==> config.mk <==
export PLATFORM = sky130hd
export DESIGN_NAME = game_controller
export DESIGN_NICKNAME = d
export VERILOG_FILES = /design/src/rtl/game_controller.sv
export SDC_FILE = /design/constraint.sdc
export NUM_CORES = 1
export LEC_CHECK = 0
export ABC_CLOCK_PERIOD_IN_PS = 3100
export BUFFER_PORTS_ARGS = -buffer_cell sky130_fd_sc_hd__buf_4
export CAP_MARGIN = 20
export CORE_AREA = 2 2 108 110
export CTS_CLUSTER_SIZE = 16
export DETAILED_ROUTE_END_ITERATION = 12
export DIE_AREA = 0 0 110 112
export GPL_TIMING_DRIVEN = 0
export PLACE_DENSITY = 0.83
export SYNTH_ARGS = -nofsm -noshare
export SYNTH_HDL_FRONTEND = slang
export SYNTH_HIERARCHICAL = 1
export SYNTH_SLANG_ARGS = --single-unit
export TNS_END_PERCENT = 10
==> constraint.sdc <==
create_clock -name clk -period 3.1 [get_ports clk]
set_clock_uncertainty 0.1 [all_clocks]
set_input_delay 0.465 -clock clk [delete_from_list [all_inputs] [get_ports clk]]
set_output_delay 0.465 -clock clk [all_outputs]
set_load 0.05 [all_outputs]
==> src/rtl/game_controller.sv <==
// -----------------------------------------------------------------------------
// game_controller
//   Control path for the pac-man style maze game. Turns four raw pushbuttons
//   into at most one move request per tick, tracks the score and sequences
//   the IDLE -> PLAY -> WIN -> IDLE game flow.
//
// Ports
//   clk          system clock, all state on its rising edge
//   reset        asynchronous, active-high
//   KEY[3:0]     raw buttons, 1 = pressed ([0] right, [1] left, [2] up, [3] down)
//   frame_done   one-cycle pulse at raster wrap
//   move_ack     one-cycle pulse: datapath has applied the presented move
//   bean_eaten   one-cycle pulse: man is on the bean
//   move_valid   move request to datapath, held until acknowledged
//   move_dir     00 right, 01 left, 10 up, 11 down (valid with move_valid)
//   game_state   00 IDLE, 01 PLAY, 10 WIN
//   score        0..9
// -----------------------------------------------------------------------------

// Per-key synchronizer + debouncer. The accepted level only moves after the
// synchronized input has held the new level for DEBOUNCE_CYC straight cycles.
module game_controller_debounce #(
    parameter int DEBOUNCE_CYC = 500000
) (
    input  logic clk,
    input  logic reset,
    input  logic key_raw,
    output logic key_db
);
    localparam int CW = (DEBOUNCE_CYC > 1) ? $clog2(DEBOUNCE_CYC) : 1;

    logic [1:0]    sync;
    logic [CW-1:0] cnt;

    always_ff @(posedge clk or posedge reset) begin
        if (reset) begin
            sync   <= '0;
            cnt    <= '0;
            key_db <= 1'b0;
        end else begin
            sync <= {sync[0], key_raw};
            if (sync[1] != key_db) begin
                // cnt counts completed cycles at the new level; the
                // DEBOUNCE_CYC-th one commits it.
                if (cnt == CW'(DEBOUNCE_CYC - 1)) begin
                    key_db <= sync[1];
                    cnt    <= '0;
                end else begin
                    cnt <= cnt + 1'b1;
                end
            end else begin
                cnt <= '0;
            end
        end
    end
endmodule

module game_controller #(
    parameter int TICK_DIV     = 12500000,
    parameter int DEBOUNCE_CYC = 500000,
    parameter int WIN_TICKS    = 8
) (
    input  logic       clk,
    input  logic       reset,
    input  logic [3:0] KEY,
    input  logic       frame_done,
    input  logic       move_ack,
    input  logic       bean_eaten,
    output logic       move_valid,
    output logic [1:0] move_dir,
    output logic [1:0] game_state,
    output logic [3:0] score
);
    localparam int NUM_KEYS = 4;
    localparam int TW = (TICK_DIV  > 1) ? $clog2(TICK_DIV)  : 1;
    localparam int WW = (WIN_TICKS > 1) ? $clog2(WIN_TICKS) : 1;

    typedef enum logic [1:0] {
        S_IDLE = 2'b00,
        S_PLAY = 2'b01,
        S_WIN  = 2'b10
    } state_t;

    state_t                state, state_nxt;
    logic [NUM_KEYS-1:0]   key_db, key_db_q;
    logic                  key_rise, key_any;
    logic [1:0]            dir_sel;
    logic [1:0]            rst_pipe;
    logic                  rst_ready;
    logic [TW-1:0]         tick_cnt;
    logic                  tick;
    logic [WW-1:0]         win_cnt;
    logic                  frame_seen;
    logic                  start_hold;
    logic                  issue, score_inc, win_entry, win_done;

    // ---------------------------------------------------------------- keys
    for (genvar i = 0; i < NUM_KEYS; i++) begin : g_key
        game_controller_debounce #(.DEBOUNCE_CYC(DEBOUNCE_CYC)) u_db (
            .clk     (clk),
            .reset   (reset),
            .key_raw (KEY[i]),
            .key_db  (key_db[i])
        );
    end

    assign key_rise = |(key_db & ~key_db_q);
    assign key_any  = |key_db;

    // Lowest index wins: right > left > up > down.
    always_comb begin
        dir_sel = 2'b00;
        if      (key_db[0]) dir_sel = 2'b00;
        else if (key_db[1]) dir_sel = 2'b01;
        else if (key_db[2]) dir_sel = 2'b10;
        else if (key_db[3]) dir_sel = 2'b11;
    end

    // Reset release is re-timed to clk; the FSM may only leave IDLE once
    // the release has propagated through both stages.
    always_ff @(posedge clk or posedge reset) begin
        if (reset) rst_pipe <= 2'b00;
        else       rst_pipe <= {rst_pipe[0], 1'b1};
    end
    assign rst_ready = rst_pipe[1];

    assign tick = (state != S_IDLE) && (tick_cnt == TW'(TICK_DIV - 1));

    // ----------------------------------------------------------------- FSM
    always_ff @(posedge clk or posedge reset) begin
        if (reset) state <= S_IDLE;
        else       state <= state_nxt;
    end

    always_comb begin
        state_nxt = state;
        issue     = 1'b0;
        score_inc = 1'b0;
        win_entry = 1'b0;
        win_done  = 1'b0;
        case (state)
            S_IDLE: begin
                if (key_rise && rst_ready) state_nxt = S_PLAY;
            end
            S_PLAY: begin
                if (bean_eaten) begin
                    if (score == 4'd9) begin
                        state_nxt = S_WIN;
                        win_entry = 1'b1;
                    end else begin
                        score_inc = 1'b1;
                    end
                end
                // Ticks without a held key, an unseen frame, or a pending
                // request are simply lost. start_hold keeps the press that
                // started the game from also moving the man.
                if (!win_entry && tick && key_any && frame_seen &&
                    !move_valid && !start_hold)
                    issue = 1'b1;
            end
            S_WIN: begin
                if (tick && win_cnt == WW'(WIN_TICKS - 1)) begin
                    state_nxt = S_IDLE;
                    win_done  = 1'b1;
                end
            end
            default: state_nxt = S_IDLE;
        endcase
    end

    // ------------------------------------------------------------ datapath
    always_ff @(posedge clk or posedge reset) begin
        if (reset) begin
            key_db_q   <= '0;
            tick_cnt   <= '0;
            win_cnt    <= '0;
            frame_seen <= 1'b0;
            start_hold <= 1'b0;
            move_valid <= 1'b0;
            move_dir   <= 2'b00;
            score      <= 4'd0;
        end else begin
            key_db_q <= key_db;

            if (state == S_IDLE || tick_cnt == TW'(TICK_DIV - 1))
                tick_cnt <= '0;
            else
                tick_cnt <= tick_cnt + 1'b1;

            if (state != S_WIN || win_done) win_cnt <= '0;
            else if (tick)                  win_cnt <= win_cnt + 1'b1;

            // A frame arriving on the issue cycle belongs to the next move.
            if (frame_done) frame_seen <= 1'b1;
            else if (issue) frame_seen <= 1'b0;

            // Held from game start until every key is released.
            if (state == S_IDLE && state_nxt == S_PLAY) start_hold <= 1'b1;
            else if (!key_any)                          start_hold <= 1'b0;

            if (issue) begin
                move_valid <= 1'b1;
                move_dir   <= dir_sel;
            end else if (win_entry || (move_valid && move_ack)) begin
                move_valid <= 1'b0;
            end

            if (score_inc)     score <= score + 4'd1;
            else if (win_done) score <= 4'd0;
        end
    end

    assign game_state = state;
endmodule
# Word level (Yosys, flattened, before mapping)
# Index checks and enable logic that the tools add are counted.
[totals]
reg_bits = 132
latchBits = 0
mem_bits_rw = 0
romBits = 0
inputBits = 9
output_inout_bits = 9
elab_cells = 114
mem_count = 0
[op_classes]
add_sub_neg = 7
mul = 0
div = 0
order_cmp = 0
eq_ne = 16
shift = 0
mux = 39
bitwise = 2
n_reduce_logical = 28
[ops]
columns = ["cell", "count"]
rows = [
  ["$mux 19", 8],
  ["$add 19x1->19 const B", 4],
  ["$eq 19x19->1 const B", 4],
  ["$add 24x1->24 const B", 1],
  ["$eq 24x24->1 const B", 1],
  ["$mux 24", 1],
  ["$mux 1", 17],
  ["$mux 2", 8],
  ["$logic_and 1x1->1", 10],
  ["$reduce_bool 2->1", 5],
  ["$mux 4", 2],
  ["$reduce_and 2->1", 4],
  ["$reduce_or 4->1", 2],
  ["$mux 3", 2],
  ["$pmux 2 s3", 1],
  ["$add 4x1->4 const B", 1],
  ["$and 4x4->4", 1],
  ["$eq 2x1->1 const B", 2],
  ["$eq 4x4->1 const B", 1],
  ["$ne 1x1->1", 4],
  ["$not 4->4", 1],
  ["$add 3x1->3 const B", 1],
  ["$eq 3x3->1 const B", 1],
  ["$logic_not 1->1", 3],
  ["other kinds (5)", 7],
]

# Depth between registers and ports, before layout
# Gate-level depths: netlist of the first run.
[depth]
ltp_word = 14
ltp_mapped = 7
depth_no_buf = 6

# By module
# Netlist of the first run, hierarchy kept.
[by_module_without_submodules]
columns = ["module", "instances", "cells_per_inst", "area_per_inst_um2", "seq_area_each_um2"]
rows = [
  ["game_controller_debounce", 4, 103, 1091.0, 550.5],
  ["game_controller", 1, 214, 2140.8, 1101.1],
]

# Worst setup path after synthesis of the first run
# OpenSTA, ideal clock, no wires.
[synth_path]
path_kind = "register -> register"
startpoint = "register state[0] (netlist: game_state[0])"
endpoint = "register move_dir[0]"
setup_ns = 0.125
arrival_time_ns = 1.963
t_required_ns = 2.875
setup_slack_ns = 0.913
path_stages_with_launch = 5
n_path_buf = 0
period_less_slack_ns = 2.187
cell_sequence = "dfrtp_1 nor2_1 or4_1 nor4_1 mux2_2"
[synth_between]
elab_chain_len = 9
word_cells_on_any_way = 10
cone_classes = "eq/ne (1); mux (2); reduce/logical (7)"
[synth_rtl]
columns = ["element", "line_no", "text"]
rows = [
  ["start: declaration", "84", "state_t state, state_nxt;"],
  ["start signal: assignment", "132", "else state <= state_nxt;"],
  ["$reduce_bool 2->1", "127", "assign tick = (state != S_IDLE) && (tick_cnt == TW'(TICK_DIV - 1));"],
  ["$logic_and 1x1->1", "127", ""],
  ["$logic_and 1x1->1 (4 in a row)", "157", "if (!win_entry && tick && key_any && frame_seen &&"],
  ["$logic_and 1x1->1", "158", "!move_valid && !start_hold)"],
  ["$mux 1", "157", ""],
  ["$mux 1 (*)", "141", "case (state)"],
  ["end signal: assignment", "203", "move_dir <= dir_sel;"],
  ["end: declaration", "70", "output logic [1:0] move_dir,"],
]
# Mark *: on every way between the ends. The rest lies on a longest branch, timed or not.
# A chain may end at the register's enable or synchronous reset.

# Worst setup path after layout of the first run
[layout_path]
startpoint = "register tick_cnt[0]"
endpoint = "register move_dir[1]"
[layout_between]
elab_chain_len = 9
[layout_rtl]
columns = ["element", "line_no", "text"]
rows = [
  ["start: declaration", "90", "logic [TW-1:0] tick_cnt;"],
  ["start signal: assignment", "188", "tick_cnt <= tick_cnt + 1'b1;"],
  ["$eq 24x24->1", "127", ""],
  ["$logic_and 1x1->1", "127", ""],
  ["$logic_and 1x1->1 (4 in a row)", "157", ""],
  ["$logic_and 1x1->1", "158", ""],
  ["$mux 1", "157", ""],
  ["$mux 1", "141", ""],
]
# Every way passes these cells.

==> reports/qor.csv, run 1 <==
stage;metric;value;unit
die;Initial Utilization;0.582;
clocking;worst skew pair latency;0.42;ns
clocking;CTS tree;yes;
routing;final WL;13.6;mm
grt;Total GRT Usage;0.242;
timing;RSZ-0062 raised after global routing;no;
routing;Vias;4942;
worst_setup_path;Crit path largest cell delay;0.48;ns
timing;setup_tns;0;ns
finish;Final #Nets;680;
placement;placed wire-length estimate;8.87;mm
pwr;register share of total power;0.463;
synth;biggest area consumer among synthesized cells;dfrtp_1;
routing;Detailed Route Iter0 Violations;414;
grt;grt ovf;0;
clocking;Post-CTS Setup Inserts;0;
finish;number of diodes;0;
grt;vias in the first global route;4952;
worst_setup_path;Startpoint Class;register;
finish;Area Growth Syn to Fin;13.3;%
timing;Period minus WS final;2.21;ns
synth;ranking of synthesized cells by area;dfrtp_1, xor2_1, nor2_1;
worst_setup_path;Crit Path Class;reg -> reg;
routing;DRC;0;
pwr;PwrDens;516;nW/µm²
synth;Top FF cell, synth;dfrtp_1;
clocking;clock sinks;132;
pwr;combinational power share;0.027;
routing;via/cell ratio;6.06;
clocking;Clock Tree Buf Depth;2;
timing;Setup violations, final;0;
run;Max-cap violations;0;
finish;share of layout cells above drive strength 1;0.122;
finish;Util after Layout;0.659;
pwr;Pleak;3.11;nW
clocking;total CTS buffers;17;
worst_setup_path;Critical Path Start;tick_cnt[0];
hold_path;Hold WC Path Type;in -> reg;
clocking;H-tree level count;4;
clocking;cts hold-fix bufs;0;
clocking;post_cts resized;0;
die;Chip Width;110;µm
synth;FFs w/ async S/R, synth;1.00;
placement;port bufs;17;
die;# IOs;18;
pwr;Power Total;0.00380;W
timing;Least-Margin Pin Slew;0.898;ns
die;placeable core area;11200;µm²
synth;flops & latches, synth;132;
clocking;clock-pin slew on the worst setup and hold paths;0.06;ns
grt;first-pass GRT wire length;23.3;mm
die;Cell Rows;39;
worst_setup_path;cells along the critical path;ha_1, and4_1, buf_2, nand2_2, nor4_1, mux2_2;
routing;drt pass-1 iters;5;
clocking;root buffer cell;clkbuf_16;
synth;Mapped Cells;626;
grt;initial antenna violation count;0;
die;Die Height;112;µm
routing;WL/cell;16.6;µm
worst_setup_path;Setup crit end kind;register;
synth;Mean Syn Cell Area;10.4;µm²
worst_setup_path;CP arrival;2.41;ns
synth;Ys Warns;6;
synth;Synth cell types;50;
hold_path;HP Start;KEY[0];
pwr;Clk pwr share;0.510;
synth;number of flops mapped to enable cells by yosys;0;
worst_setup_path;maximum fanout along the worst path;10;
grt;largest net degree at the start of global routing;45;
synth;Net Count, Synth;644;
die;die area;12300;µm²
synth;Synth top area share;0.508;
worst_setup_path;Slowest cell on crit path;nor4_1;
pwr;P_sw;0.000773;W
timing;Slew HR;0.400;
synth;post-synth design cell area;6500;µm²
worst_setup_path;Worst EP required;3.30;ns
placement;GPL Wtd Cong;0.869;
timing;pins over their slew limit;0;
pwr;VDD IR max;0.457;mV
timing;fmax;452;MHz
worst_setup_path;R2R Path Start;tick_cnt[0];
run_status;outcome;finished clean;
routing;Final ANT Viol Nets;0;
timing;Hold Vio Cnt, Final;0;
pwr;switching share of power;0.203;
pwr;Power Internal;0.00303;W
timing;Tcrit/Tclk final;0.713;
synth;register area share after synthesis;0.508;
-- cells in the final DEF (no fill, tap or decap), types with 12 or more instances in the layout --
cell type,count
a21oi_1,27
and3_1,12
and4_1,13
buf_4,17
clkbuf_16,17
dfrtp_1,132
inv_1,19
nand2_1,32
nand3_1,35
nand4_1,24
nor2_1,81
o21ai_0,18
or4_1,15
xnor2_1,30
xor2_1,41
-- Yosys cell counts (7+ instances only) --
cell type and number:
dfrtp_1 132, nor2_1 81, xor2_1 41, nand3_1 35, nand2_1 32, xnor2_1 30, a21oi_1 27, nand4_1 24
inv_1 20, o21ai_0 18, or4_1 15, and4_1 13, and3_1 12, nor4_1 11, o31ai_1 11, ha_1 9
or4b_1 9, nand4b_1 8, or3_1 8, buf_2 7
-- sequential cells by signal, summed over array words and instances, names as in the netlist --
register / cells
g_key.u_db/cnt: 76
tick_cnt: 24
g_key.u_db/sync: 8
g_key.u_db/key_db: 4
key_db_q: 4
score: 4
win_cnt: 3
game_state: 2
move_dir: 2
rst_pipe: 2
frame_seen: 1
move_valid: 1
start_hold: 1
-- worst max-delay path, delay by kind of cell, from the launching register on --
family | cells | cell delay, ns
adder cells (fa/ha/maj) | 1 | 0.21
buffers and inverters | 1 | 0.18
flip-flops | 1 | 0.39
multiplexers | 1 | 0.39
AND/OR/NAND/NOR | 3 | 0.81
-- power groups by stage --
stage / Combinational [W] / Clock [W] / Sequential [W]
finish: 0.000103 / 0.00194 / 0.00176
global route: 0.000118 / 0.00204 / 0.00176
CTS: 0.000106 / 0.00197 / 0.00176
detailed placement: 0.000105 / 0 / 0.00179
global placement: 0.000100 / 0 / 0.00179
floorplan: 0.0000747 / 0 / 0.00179
-- metrics by stage --
step | cells | cell area, µm² | hold slack [ns] | setup WS, ns
3_3_place_gp | 786 | 6810 | 0.232 | 0.922
5_1_grt | 816 | 7370 | 0.0402 | 0.721
3_5_place_dp | 786 | 6810 | 0.237 | 0.901
4_1_cts | 816 | 7370 | 0.0401 | 0.866
6_report | 816 | 7370 | 0.0552 | 0.890
2_1_floorplan | 626 | 6500 | 0.231 | 0.913
-- metal layers --
metal	part of all wire	global-route usage	vias to the layer above
met4	0.015	0.0945	0
met5	0	0	-
li1	-	-	2322
met2	0.52	0.411	135
met1	0.42	0.293	2468
met3	0.041	0.0603	17
-- worst paths after layout --
kind	depth (start not counted)	slack [ns]	endpoint
worst max-delay path	6	0.89	move_dir[1]
worst min-delay path	1	0.06	g_key[0].u_db/sync[0]
worst max register to register	6	0.89	move_dir[1]
worst min register to register	0	0.25	rst_pipe[1]
max in group asynchronous	2	2.14	score[3]
min in group asynchronous	2	0.17	g_key[0].u_db/cnt[13]
-- cells by family (layout without fill, tap and decap cells) --
family                   after synthesis  in the layout  synth area share
AND/OR/NAND/NOR                      290            290             0.255
flip-flops                           132            132             0.508
AO/OA/AOI/OAI                         73             73            0.0681
XOR/XNOR                              71             71            0.0956
buffers and inverters                 43             90            0.0415
adder cells (fa/ha/maj)                9              9            0.0173
multiplexers                           7              7            0.0142
other                                  1              1          0.000576
-- layout make-up --
cell class	instances	area, µm²
clock inverters	6	105
clock buffers	24	452
multi-input cells	451	2930
inverters	20	75.1
fillers	813	3810
well taps	143	179
flip-flops and latches	132	3300
plain buffers	23	195
repair buffers	17	128
Note: power is estimated with default switching activity, not from simulation.
==> inputs of run 2 (changes only) <==
- ABC_AREA: not set -> 1
- ABC_CLOCK_PERIOD_IN_PS: 3100 -> 1900
- CORE_AREA: 2 2 108 110 -> 2 2 116 118
- DIE_AREA: 0 0 110 112 -> 0 0 118 120
- PLACE_DENSITY: 0.83 -> 0.84
- clock period: 3.1 -> 1.9 ns (I/O delays scaled with it)
==> run 2 against run 1 <==
  * Global-route usage decreased by 1.7 points
  * Clock power increased by 68%
  * Sequential share of layout area decreased by 5.2 points
  * Clock-buffer cell count decreased by 5
  * Synthesized cell count increased by 44%
  * Total power increased by 65%
  * Sequential power increased by 63%
  * Combinational power increased by 68%
  * Highest routed layer unchanged
==> reports/qor.csv, run 2 <==
stage;metric;value;unit
timing;fmax;565;MHz
routing;via/cell ratio;5.16;
finish;post-layout instance area;8330;µm²
timing;pins over their slew limit;0;
timing;Hold Vio Cnt, Final;0;
grt;GR Layer Usage met2;0.367;
finish;non-filler instance count after layout;1140;
clocking;H-tree level count;4;
pwr;Pleak;3.51;nW
synth;Net Count, Synth;920;
grt;met3 Resource Use GR;0.0575;
worst_setup_path;maximum fanout along the worst path;4;
clocking;worst skew pair latency;0.43;ns
routing;Detailed Route Iter0 Violations;503;
worst_setup_path;Startpoint Class;register;
clocking;root buffer cell;clkbuf_16;
finish;Area Growth Syn to Fin;14.9;%
finish;Top reg by flops;g_key.u_db/cnt;
placement;port bufs;17;
finish;final-layout fill cell count;1056;
run;Max-cap violations;0;
finish;most frequent cells in the layout;nor2_1, nand2_1, dfrtp_1;
worst_setup_path;CP dominant cell by count;nand3_1;
timing;Slew HR;0.427;
grt;initial antenna violation count;0;
grt;vias in the first global route;5792;
worst_setup_path;Crit Path Class;reg -> reg;
synth;Mapped Cells;902;
pwr;PwrDens;755;nW/µm²
placement;placed wire-length estimate;9.98;mm
timing;Tcrit/Tclk final;0.932;
worst_setup_path;Worst path top cell family by delay;simple AND/OR/NAND/NOR gates;
pwr;VDD IR max;0.771;mV
finish;number of diodes;0;
timing;Setup violations, final;0;
clocking;CTS tree;yes;
routing;Final ANT Viol Nets;0;
die;Chip Width;118;µm
worst_setup_path;Setup crit end kind;register;
finish;most common cell after layout, fill and taps aside;nor2_1;
synth;Top FF cell, synth;dfrtp_1;
worst_setup_path;cells along the critical path;buf_4, nand3_1, inv_1, nand3_1, nor2_1, nand2_1, o21ai_0, a21oi_1;
timing;Period minus WS final;1.77;ns
finish;max reg flops;76;
die;placeable core area;13000;µm²
synth;most numerous cell in the Yosys netlist;nor2_1;
synth;Post-synth top cells;nor2_1, nand2_1, dfrtp_1, inv_1, nand3_1;
placement;GPL Wtd Cong;0.909;
die;die area;14200;µm²
worst_setup_path;WP buf/inv;2;
clocking;clock-pin slew on the worst setup and hold paths;0.06;ns
grt;largest net degree at the start of global routing;45;
worst_setup_path;Crit path largest cell delay;0.40;ns
finish;Multi-input gate area;3500;µm²
routing;WL/cell;12.8;µm
placement;placed cell areas;7620;µm²
grt;Total GRT Usage;0.225;
grt;GR Util met1;0.290;
die;Die Height;120;µm
synth;number of flops mapped to enable cells by yosys;0;
hold_path;Hold WC Path Type;in -> reg;
finish;register area;3300;µm²
run_status;outcome;finished clean;
synth;Synth top area share;0.455;
timing;RSZ-0062 raised after global routing;no;
grt;grt ovf;0;
synth;Synth cell types;35;
finish;share of layout cells above drive strength 1;0.177;
synth;register area share after synthesis;0.455;
die;Initial Utilization;0.559;
routing;drt pass-1 iters;7;
worst_setup_path;Worst EP required;2.11;ns
die;Cell Rows;42;
timing;Least-Margin Pin Slew;0.858;ns
synth;flops & latches, synth;132;
die;# IOs;18;
routing;DRC;0;
pwr;Power Total;0.00629;W
grt;Top Usage Layer GRT;met2;
timing;setup_tns;0;ns
worst_setup_path;CP arrival;1.98;ns
synth;ranking of synthesized cells by area;dfrtp_1, nor2_1, nand2_1;
synth;Mean Syn Cell Area;8.04;µm²
synth;FFs w/ async S/R, synth;1.00;
synth;biggest area consumer among synthesized cells;dfrtp_1;
clocking;total CTS buffers;17;
routing;final WL;14.6;mm
finish;Regs by FF count;g_key.u_db/cnt x76, tick_cnt x24, g_key.u_db/sync x8;
placement;Cells after DPL;1096;
timing;Worst Slack Setup Final;0.129;ns
synth;Ys Warns;6;
clocking;Clock Tree Buf Depth;2;
placement;dpl ws;-0.0348;ns
worst_setup_path;Slowest cell on crit path;dfrtp_1;
finish;Final #Nets;969;
routing;Vias;5881;
clocking;clock sinks;132;
grt;first-pass GRT wire length;25.8;mm
synth;post-synth design cell area;7250;µm²
run 2: cell count changes after synthesis, sizes merged, moves of 9 or more:
cell | before | now
nand2 | 33 | 200
nor2 | 81 | 222
inv | 20 | 119
nand3 | 37 | 68
or4 | 19 | 0
and4 | 17 | 0
xnor2 | 30 | 13
buf | 15 | 1
xor2 | 41 | 28
and3 | 12 | 0
nor4 | 11 | 0
o31ai | 11 | 0
or4b | 9 | 0
run 2: worst paths after layout:
path	start	end	slack [ns]	cells after the start
max	tick_cnt[0]	tick_cnt[11]	0.13	8
min	bean_eaten	game_state[0]	0.07	4
max reg2reg	tick_cnt[0]	tick_cnt[11]	0.13	8
min reg2reg	g_key[3].u_db/sync[0]	g_key[3].u_db/sync[1]	0.25	0
max in group asynchronous	reset	g_key[0].u_db/cnt[4]	0.62	3
min in group asynchronous	reset	rst_pipe[0]	0.39	4
run 2: per-stage QoR:
step / util / hold slack (ns)
2_1_floorplan: - / 0.174
3_3_place_gp: 0.586 / 0.234
3_5_place_dp: 0.587 / 0.239
4_1_cts: 0.638 / 0.0610
5_1_grt: 0.642 / 0.105
6_report: 0.642 / 0.0730
run 2: worst min-delay path, cell delays in order:
cell     delay, ns
buf_4         0.09
nand2_1       0.04
nand3_1       0.09
nand2_1       0.06
run 2: repair_timing:
item,CTS,global route
hold buffers,7,0
resized for setup,1,1
hold endpoints to repair,116,0
buffers inserted,0,5
setup endpoints to repair,14,17
pin swaps,0,2
run 2: routing by layer:
layer | share of wire | up-vias | wire length (µm)
met5 | 0 | - | 0
met4 | 0.016 | 0 | 238
met3 | 0.039 | 22 | 570
met2 | 0.48 | 128 | 7000
met1 | 0.46 | 2793 | 6780
li1 | - | 2938 | -
run 2: layout make-up:
cell class / instances / share of cell area
repair buffers: 30 / 0.0306
well taps: 176 / 0.0264
inverters: 119 / 0.0539
clock inverters: 13 / 0.0179
multi-input cells: 650 / 0.420
flip-flops and latches: 132 / 0.396
clock buffers: 19 / 0.0531
plain buffers: 1 / 0.00135
run 2: cell families (layout without fill, tap and decap cells):
family,after synthesis,count (layout),synth area share
simple gates,537,537,0.362
fa+ha+maj,9,9,0.0155
compound gates,62,62,0.0498
xor+xnor,41,41,0.0536
other cells,1,1,0.000517
buf+inv,120,182,0.0635
flops,132,132,0.455
run 2: where the power goes:
part	total, W	internal (W)	switching (W)
Clock	0.00325	0.00198	0.00127
Sequential	0.00286	0.00284	0.0000213
Combinational	0.000173	0.0000528	0.000120
==> inputs of run 3 (changes only) <==
- CORE_AREA: 2 2 116 118 -> 2 2 159 161
- DIE_AREA: 0 0 118 120 -> 0 0 161 163
- PLACE_DENSITY: 0.84 -> 0.53
==> run 3 against run 2 <==
  * Worst hold slack lost 0.043 ns
  * Highest routed layer unchanged
  * Clock power decreased by 3%
  * Clock-buffer cell count up 3
==> reports/qor.csv, run 3 (same netlist as run 2, synthesis figures left out) <==
stage;metric;value;unit
timing;Period minus WS final;1.78;ns
finish;Multi-input gate area;3510;µm²
finish;most frequent cells in the layout;nor2_1, nand2_1, dfrtp_1;
placement;GPL Wtd Cong;0.814;
pwr;PwrDens;732;nW/µm²
finish;register area;3300;µm²
grt;first-pass GRT wire length;26.0;mm
worst_setup_path;maximum fanout along the worst path;10;
routing;WL/cell;11.6;µm
finish;Top reg by flops;g_key.u_db/cnt;
finish;Area Growth Syn to Fin;16.9;%
worst_setup_path;FF-to-FF path depth;9;
die;die area;26200;µm²
worst_setup_path;Worst EP required;2.15;ns
timing;Least-Margin Pin Slew;0.882;ns
clocking;H-tree level count;4;
worst_setup_path;Crit path largest cell delay;0.42;ns
timing;Tcrit/Tclk final;0.936;
finish;max reg flops;76;
worst_setup_path;cells along the critical path;ha_4, nand3_4, nor2_1, nand2_1, nor2_4, nor2_4, inv_4, buf_8, nor2_1;
clocking;worst skew pair latency;0.42;ns
routing;drt pass-1 iters;5;
worst_setup_path;Setup crit end kind;register;
clocking;root buffer cell;clkbuf_16;
worst_setup_path;Crit Path Class;reg -> reg;
finish;Final #Nets;965;
grt;Total GRT Usage;0.121;
clocking;clock sinks;132;
die;# IOs;18;
worst_setup_path;R2R setup slack;0.12;ns
run;Max-cap violations;0;
grt;initial antenna violation count;0;
finish;most common cell after layout, fill and taps aside;nor2_1;
routing;DRC;0;
clocking;CTS tree;yes;
placement;dpl ws;-0.115;ns
pwr;VDD IR max;0.535;mV
die;Initial Utilization;0.294;
placement;placed wire-length estimate;10.9;mm
die;placeable core area;24700;µm²
placement;port bufs;17;
finish;number of diodes;0;
timing;Hold Vio Cnt, Final;0;
clocking;total CTS buffers;17;
timing;Slew HR;0.411;
worst_setup_path;CP arrival;2.03;ns
timing;Worst Slack Setup Final;0.121;ns
finish;post-layout instance area;8480;µm²
clocking;Clock Tree Buf Depth;2;
pwr;Pleak;3.47;nW
worst_setup_path;Critical Path Start;tick_cnt[0];
finish;final-layout fill cell count;2648;
die;Die Height;163;µm
timing;setup_tns;0;ns
routing;Vias;5645;
die;Cell Rows;58;
routing;final WL;15.0;mm
timing;Setup violations, final;0;
hold_path;Hold WC Path Type;in -> reg;
timing;fmax;562;MHz
placement;placed cell areas;7820;µm²
finish;Util after Layout;0.344;
grt;grt ovf;0;
clocking;clock-pin slew on the worst setup and hold paths;0.06;ns
finish;share of layout cells above drive strength 1;0.172;
routing;Final ANT Viol Nets;0;
timing;pins over their slew limit;0;
grt;vias in the first global route;5454;
worst_setup_path;Startpoint Class;register;
worst_setup_path;worst setup path end;tick_cnt[18];
routing;via/cell ratio;4.38;
timing;final hold slack;0.0295;ns
grt;largest net degree at the start of global routing;32;
routing;Detailed Route Iter0 Violations;232;
finish;Regs by FF count;g_key.u_db/cnt x76, tick_cnt x24, g_key.u_db/sync x8;
die;Chip Width;161;µm
worst_setup_path;Slowest cell on crit path;dfrtp_1;
worst_setup_path;R2R Path Start;tick_cnt[0];
run_status;outcome;finished clean;
worst_setup_path;R2R Path End;tick_cnt[18];
run 3: cell types whose count changed in the layout (fill, tap and decap cells not counted):
| cell | delta |
|---|---|
| nand3_2 | -1 |
| clkinv_4 | -2 |
| buf_4 | -3 |
| nor2_1 | -1 |
| nand3_4 | +1 |
| dlygate4sd3_1 | -1 |
| clkbuf_1 | +3 |
| buf_8 | +1 |
| nor2_2 | +1 |
| inv_6 | -4 |
| clkinv_2 | +2 |
| buf_6 | -1 |
run 3: power by group:
| part | total (W) | switching (W) | internal, W |
|---|---|---|---|
| Clock | 0.00316 | 0.00121 | 0.00195 |
| Sequential | 0.00286 | 0.0000206 | 0.00284 |
| Combinational | 0.000174 | 0.000122 | 0.0000518 |
run 3: area by class of cell:
class | count | share of cell area
inverters | 119 | 0.0530
repair buffers | 26 | 0.0263
clock inverters | 9 | 0.0125
flip-flops and latches | 132 | 0.390
clock buffers | 22 | 0.0536
multi-input cells | 650 | 0.414
well taps | 330 | 0.0487
plain buffers | 1 | 0.00177
run 3: how the worst min path moves through the flow:
stage | slack (ns) | depth (start not counted) | to | startpoint
floorplan | 0.17 | 1 | g_key[0].u_db/cnt[0] | reset
global placement | 0.23 | 0 | g_key[3].u_db/sync[1] | g_key[3].u_db/sync[0]
detailed placement | 0.23 | 2 | tick_cnt[23] | reset
CTS | 0.007 | 3 | move_valid | move_ack
global route | 0.02 | 3 | move_valid | move_ack
finish | 0.03 | 3 | move_valid | move_ack
run 3: critical path, delay by kind of cell, from the launching register on:
| family | cells | cell delay [ns] |
|---|---|---|
| buffers and inverters | 2 | 0.26 |
| adders and majority gates | 1 | 0.21 |
| and+or+nand+nor | 6 | 0.72 |
| DFF | 1 | 0.42 |
run 3: routing by layer:
layer,vias to the layer above,part of all wire,GRT usage,routed length (µm)
met5,-,0,0,0
met1,2641,0.50,0.165,7530
li1,2922,-,-,-
met2,69,0.45,0.191,6770
met3,13,0.037,0.0308,553
met4,0,0.010,0.0357,155
run 3: timing repair:
item	in CTS	in global routing
setup buffers	0	2
pin swaps	0	2
gates resized for setup	2	3
endpoints found under the hold margin	18	0
hold buffers	6	0
endpoints found under the setup margin	16	15
run 3: through the flow:
stage | total power, W | std cells
global placement | 0.00308 | 1249
detailed placement | 0.00309 | 1250
CTS | 0.00632 | 1287
global route | 0.00644 | 1289
finish | 0.00620 | 1289
floorplan | 0.00302 | 902
